**config.mk**
```make
export PLATFORM = sky130hd
export DESIGN_NAME = gcd_accel
export DESIGN_NICKNAME = d
export VERILOG_FILES = /design/src/rtl/gcd_accel_pkg.sv /design/src/rtl/gcd_accel.sv
export SDC_FILE = /design/constraint.sdc
export NUM_CORES = 1
export LEC_CHECK = 0
export BUFFER_PORTS_ARGS = -buffer_cell sky130_fd_sc_hd__clkbuf_2
export CORE_MARGIN = 3
export CORE_UTILIZATION = 50
export DETAILED_ROUTE_END_ITERATION = 16
export PLACE_DENSITY_LB_ADDON = 0.1
export SYNTH_ARGS = -nofsm -noshare
export SYNTH_HDL_FRONTEND = slang
export SYNTH_SLANG_ARGS = --single-unit
```
**constraint.sdc**
```tcl
create_clock -name clk -period 9.4 [get_ports clk]
set_input_delay 0.47 -clock clk [delete_from_list [all_inputs] [get_ports clk]]
set_output_delay 0.47 -clock clk [all_outputs]
set_load 0.005 [all_outputs]
```
**src/rtl/gcd_accel_pkg.sv**
```systemverilog
// Shared types and defaults for the subtractive GCD accelerator.
package gcd_accel_pkg;

    localparam int unsigned DEF_WIDTH    = 32;
    localparam int unsigned DEF_MAX_ITER = 65535;
    localparam int unsigned ITER_W       = 16;

    typedef enum logic [1:0] {
        S_IDLE = 2'b00,
        S_RUN  = 2'b01,
        S_DONE = 2'b10
    } state_t;

endpackage

```
**src/rtl/gcd_accel.sv**
```systemverilog
// Subtractive GCD engine: one compare/subtract step per RUN cycle, with an
// iteration cap that aborts the call and flags error.
module gcd_accel
    import gcd_accel_pkg::*;
#(
    parameter int unsigned WIDTH    = DEF_WIDTH,
    parameter int unsigned MAX_ITER = DEF_MAX_ITER
) (
    input  logic              clk,
    input  logic              reset,
    input  logic              start,
    input  logic [WIDTH-1:0]  arg_a,
    input  logic [WIDTH-1:0]  arg_b,
    output logic              busy,
    output logic              finish,
    output logic [WIDTH-1:0]  return_val,
    output logic              error,
    output logic [ITER_W-1:0] iterations
);

    state_t              r_state;
    state_t              w_state_next;
    logic [WIDTH-1:0]    r_a;
    logic [WIDTH-1:0]    r_b;
    logic [ITER_W-1:0]   r_count;
    logic [ITER_W-1:0]   w_count_next;
    logic                w_terminal;
    logic                w_limit;
    logic                r_busy;
    logic                r_finish;
    logic [WIDTH-1:0]    r_result;
    logic                r_error;
    logic [ITER_W-1:0]   r_iterations;

    always_ff @(posedge clk) begin
        if (reset) begin
            r_state <= S_IDLE;
        end else begin
            r_state <= w_state_next;
        end
    end

    // Termination tests use the pre-step operands; the cap uses the count after this step.
    always_comb begin
        w_state_next = r_state;
        w_count_next = r_count + ITER_W'(1);
        w_terminal   = (r_a == '0) || (r_b == '0) || (r_a == r_b);
        w_limit      = (w_count_next == ITER_W'(MAX_ITER));
        case (r_state)
            S_IDLE:  if (start) w_state_next = S_RUN;
            S_RUN:   if (w_terminal || w_limit) w_state_next = S_DONE;
            S_DONE:  w_state_next = S_IDLE;
            default: w_state_next = S_IDLE;
        endcase
    end

    always_ff @(posedge clk) begin
        if (reset) begin
            r_a          <= '0;
            r_b          <= '0;
            r_count      <= '0;
            r_busy       <= 1'b0;
            r_finish     <= 1'b0;
            r_result     <= '0;
            r_error      <= 1'b0;
            r_iterations <= '0;
        end else begin
            r_finish <= 1'b0;
            case (r_state)
                S_IDLE: begin
                    if (start) begin
                        r_a     <= arg_a;
                        r_b     <= arg_b;
                        r_count <= '0;
                        r_error <= 1'b0;
                        r_busy  <= 1'b1;
                    end
                end
                S_RUN: begin
                    r_count <= w_count_next;
                    if (w_terminal) begin
                        r_result     <= (r_a == '0) ? r_b : r_a;
                        r_error      <= 1'b0;
                        r_iterations <= w_count_next;
                        r_finish     <= 1'b1;
                    end else if (w_limit) begin
                        r_result     <= '0;
                        r_error      <= 1'b1;
                        r_iterations <= w_count_next;
                        r_finish     <= 1'b1;
                    end else if (r_a > r_b) begin
                        r_a <= r_a - r_b;
                    end else begin
                        r_b <= r_b - r_a;
                    end
                end
                S_DONE: begin
                    r_busy <= 1'b0;
                end
                default: begin
                    r_busy <= 1'b0;
                end
            endcase
        end
    end

    always_comb begin
        busy       = r_busy;
        finish     = r_finish;
        return_val = r_result;
        error      = r_error;
        iterations = r_iterations;
    end

endmodule
```
==> impl_metrics.prom <==
# TYPE chip_impl_metric gauge
chip_impl_metric{name="synth.cell_area",unit="sq um"} 9890
chip_impl_metric{name="cpPeakStageDelay",unit="ns"} 0.62
chip_impl_metric{name="n_antenna_cell",unit=""} 0
chip_impl_info{name="critPathLaunch",value="r_a[0]$_SDFFE_PP0P_"} 1
chip_impl_metric{name="insertion_delay",unit="ns"} 0.43
chip_impl_info{name="critical_path.top_delay_family",value="compound AO/OA/AOI/OAI gates"} 1
chip_impl_metric{name="inserted_clock_buffers",unit=""} 17
chip_impl_metric{name="avgSynthCellArea",unit="sq um"} 7.33
chip_impl_info{name="timing.rr.end",value="r_a[29]$_SDFFE_PP0P_"} 1
chip_impl_metric{name="crit_arrival",unit="ns"} 4.68
chip_impl_metric{name="dieHeight",unit="um"} 147
chip_impl_info{name="clk_root_buffer_cell",value="clkbuf_16"} 1
chip_impl_metric{name="synth.yosys.warnings",unit=""} 0
chip_impl_metric{name="worst-path-buf-inv",unit=""} 2
chip_impl_metric{name="synth_sequential_area_ratio",unit="%"} 26.9
chip_impl_metric{name="final-setup-viol-count",unit=""} 0
chip_impl_metric{name="final_nets",unit=""} 1532
chip_impl_info{name="synth.largest_area_cell",value="dfxtp_1"} 1
chip_impl_metric{name="worstPathRequired",unit="ns"} 9.70
chip_impl_metric{name="hold_viol_final",unit=""} 0
chip_impl_info{name="worst_hold_path.endpoint",value="r_b[30]$_SDFFE_PP0P_"} 1
chip_impl_metric{name="synth_enable_flop_cells",unit=""} 0
chip_impl_metric{name="cts-root-to-sink-buffers",unit=""} 2
chip_impl_metric{name="die_area",unit="sq um"} 21500
chip_impl_metric{name="first_global_vias",unit=""} 9195
chip_impl_metric{name="cts.hold.buffers_added",unit=""} 0
chip_impl_metric{name="max_freq",unit="MHz"} 228
chip_impl_info{name="critical_path.startpoint_type",value="flop"} 1
chip_impl_metric{name="area_growth",unit="%"} 10.9
chip_impl_metric{name="floorplan.die.width",unit="um"} 147
chip_impl_metric{name="static-leakage-power",unit="nW"} 4.64
chip_impl_metric{name="post_cts_resized",unit=""} 0
chip_impl_metric{name="cts_setup_buffers",unit=""} 0
chip_impl_metric{name="setup_total_negative_slack",unit="ns"} 0
chip_impl_metric{name="syn-instance-count",unit=""} 1348
chip_impl_metric{name="finClkSkew",unit="ns"} 0.00931
chip_impl_metric{name="globalRouteTotalUtil",unit="%"} 28.8
chip_impl_info{name="cts_tree",value="yes"} 1
chip_impl_metric{name="regToRegSetupSlack",unit="ns"} 5.02
chip_impl_metric{name="postRouteWirelength",unit="um"} 32100
chip_impl_metric{name="syn_nets",unit=""} 1482
chip_impl_metric{name="p_total",unit="W"} 0.00347
chip_impl_info{name="hold_start",value="arg_b[30]"} 1
chip_impl_info{name="outcome",value="completed"} 1
chip_impl_metric{name="synth.top_cell.area_share",unit="%"} 26.9
chip_impl_metric{name="core_region_area",unit="sq um"} 19100
chip_impl_metric{name="wl_per_cell",unit="um"} 19.2
chip_impl_metric{name="dpl.hpwl",unit="um"} 23300
chip_impl_metric{name="filler_cell_count",unit=""} 1891
chip_impl_metric{name="asyncSetResetFlopFracSynth",unit="%"} 0
chip_impl_metric{name="initial_utilization",unit="%"} 51.8
chip_impl_info{name="layout.cells.most_common_list",value="182 x nand2_1, 170 x nor2_1, 133 x dfxtp_1"} 1
chip_impl_info{name="endpoint_kind",value="flop"} 1
chip_impl_info{name="dominantRegCellSynth",value="dfxtp_1"} 1
chip_impl_metric{name="io_buffer_count",unit=""} 117
chip_impl_metric{name="slew_viol_final",unit=""} 0
chip_impl_metric{name="grt_overflow_total",unit=""} 0
chip_impl_metric{name="drt_first_pass_iters",unit=""} 5
chip_impl_metric{name="htree_num_levels",unit=""} 4
chip_impl_metric{name="synth-seq-cells",unit=""} 133
chip_impl_info{name="synth.area.top_cells",value="dfxtp_1 27%, ha_1 8.2%, nand2_1 6.9%"} 1
chip_impl_metric{name="fin_util",unit="%"} 57.5
chip_impl_metric{name="min_delay_path_depth",unit=""} 3
chip_impl_metric{name="power.density",unit="nW/um^2"} 317
chip_impl_metric{name="worst-slew-pin-transition",unit="ns"} 1.07
chip_impl_metric{name="violation_count_after_the_first_detailed_route_iteration",unit=""} 844
chip_impl_metric{name="core.rowCount",unit=""} 50
chip_impl_metric{name="pin_count_of_the_biggest_net_entering_global_routing",unit=""} 88
chip_impl_info{name="list_of_cells_traversed_by_the_critical_path",value="inv_1, ha_1, fa_1, nor2b_1, o31a_1, o21a_1, a31oi_1, a2111oi_2, o31a_2, buf_4, nor2_1, a31oi_1, o21ai_1"} 1
chip_impl_metric{name="cts.sinks",unit=""} 133
chip_impl_metric{name="dpl.cell_count",unit=""} 1639
chip_impl_info{name="reg2reg_launch_point",value="r_a[0]$_SDFFE_PP0P_"} 1
chip_impl_metric{name="cap_viol_max_count",unit=""} 0
chip_impl_info{name="hold_path.class",value="in2reg"} 1
chip_impl_metric{name="num_vias",unit=""} 9973
chip_impl_metric{name="worst_slack",unit="ns"} 5.02
chip_impl_metric{name="clk_transition_reported_paths",unit="ns"} 0.06
chip_impl_metric{name="postRouteAntennaNets",unit=""} 0
chip_impl_metric{name="vdd.ir_drop.worst",unit="mV"} 0.160
chip_impl_metric{name="detail_route.vias_per_cell",unit=""} 5.97
chip_impl_metric{name="period_share",unit="%"} 46.6
chip_impl_info{name="critical_path_s_most_frequent_cell",value="a31oi_1"} 1
chip_impl_metric{name="relSlewSlack",unit="%"} 28.9
chip_impl_info{name="grt_setup_unrepaired",value="false"} 1
chip_impl_info{name="layout.cells.most_common",value="nand2_1"} 1
chip_impl_metric{name="path_depth",unit=""} 13
chip_impl_metric{name="number_of_library_cell_types_mapped_by_synthesis",unit=""} 71
chip_impl_metric{name="place_congestion",unit=""} 0.969
chip_impl_metric{name="ioPinCount",unit=""} 118
chip_impl_metric{name="post_layout_nonfiller_instances",unit=""} 1671
chip_impl_metric{name="worst-path-max-fanout",unit=""} 51
chip_impl_metric{name="drive_above_1_share",unit="%"} 14.0
chip_impl_metric{name="drcViolationCount",unit=""} 0
chip_impl_info{name="timing.setup.critical_path_class",value="reg2reg"} 1
chip_impl_metric{name="antenna_found_initial",unit=""} 0
chip_impl_metric{name="ff2ff_path_depth",unit=""} 13
chip_impl_info{name="crit_slowest_cell",value="a2111oi_2"} 1
chip_impl_metric{name="dp_worst_setup_slack",unit="ns"} 5.10
chip_impl_metric{name="period_minus_slack",unit="ns"} 4.38
chip_impl_metric{name="global_route_wire_length_before_repair",unit="um"} 50100
[worst max-delay path by stage]
stage                           end  slack (ns)
2_1_floorplan  r_b[30]$_SDFFE_PP0P_        6.38
3_3_place_gp   r_a[29]$_SDFFE_PP0P_        5.06
3_5_place_dp   r_a[29]$_SDFFE_PP0P_        5.10
4_1_cts        r_a[29]$_SDFFE_PP0P_        5.07
5_1_grt        r_a[20]$_SDFFE_PP0P_        4.75
6_report       r_a[29]$_SDFFE_PP0P_        5.02
[Yosys cell counts, types with 3 or more instances]
cell type / n
a211oi_1: 33
a211oi_2: 7
a21boi_0: 3
a21o_1: 25
a21oi_1: 123
a221oi_1: 4
a22oi_1: 36
a311oi_1: 14
a311oi_2: 9
a31oi_1: 17
and3_1: 6
and4_1: 6
buf_1: 5
buf_2: 17
buf_6: 10
clkbuf_1: 60
dfxtp_1: 133
ha_1: 65
inv_1: 83
mux2i_1: 3
nand2_1: 183
nand3_1: 11
nand3b_1: 6
nand4_1: 24
nor2_1: 172
nor2b_1: 9
nor3_1: 14
nor4_1: 23
o211ai_1: 8
o21a_1: 12
o21ai_0: 69
o21ai_1: 5
o21bai_1: 16
o221ai_1: 3
o22ai_1: 4
o31a_1: 4
o31ai_1: 7
or2_2: 7
or3_1: 7
or4_1: 3
xnor2_1: 46
xor2_1: 18
[cells by family (layout without fill, tap and decap cells)]
kind of cell	count (synthesis)	count (layout)	share of synthesized area, %
flops	133	133	26.9
buf+inv	176	239	7.69
xor+xnor	64	64	5.67
compound gates	420	420	28.8
fa+ha+maj	67	67	8.63
mux	3	3	0.304
simple gates	485	485	22.0
[metal layers]
metal | up-vias | share of wire (%) | GRT usage (%)
met4 | 0 | 3.3 | 10.3
met2 | 405 | 44 | 45.2
met5 | - | 0 | 0
met1 | 4636 | 46 | 40.1
met3 | 70 | 6.6 | 4.72
li1 | 4862 | - | -
[stage by stage]
step                instance area, sq um  hold slack [ns]
CTS                                11000            0.262
global route                       11000            0.286
global placement                   10400            0.472
finish                             11000            0.272
detailed placement                 10400            0.479
floorplan                           9890            0.465
[state kept, by name, indices dropped and copies added, names as in the netlist]
name and cells:
error 1, r_b 32, return_val 32, r_a 32, finish 1, r_state 2, busy 1, r_count 16
iterations 16
[report_power, final]
group	internal (W)	switching [W]	leakage (nW)	total [W]
Clock	0.000338	0.000283	0.257	0.000621
Combinational	0.000779	0.00132	3.30	0.00210
Sequential	0.000644	0.000104	1.09	0.000748
[tightest hold or removal path: cells and delay by family]
family | cells | cell delay (ns)
AO/OA/AOI/OAI | 1 | 0.06
buffers and inverters | 1 | 0.08
AND/OR/NAND/NOR | 1 | 0.04
[area by class of cell]
cell class	instances	area (sq um)	area share [%]
Clock buffer	18	429	3.91
Clock inverter	14	104	0.947
Inverter	83	312	2.84
Multi-Input combinational cell	1039	6490	59.2
Sequential cell	133	2660	24.3
Tap cell	260	325	2.97
Timing Repair Buffer	124	641	5.84
Note: power is estimated with default switching activity, not from simulation.
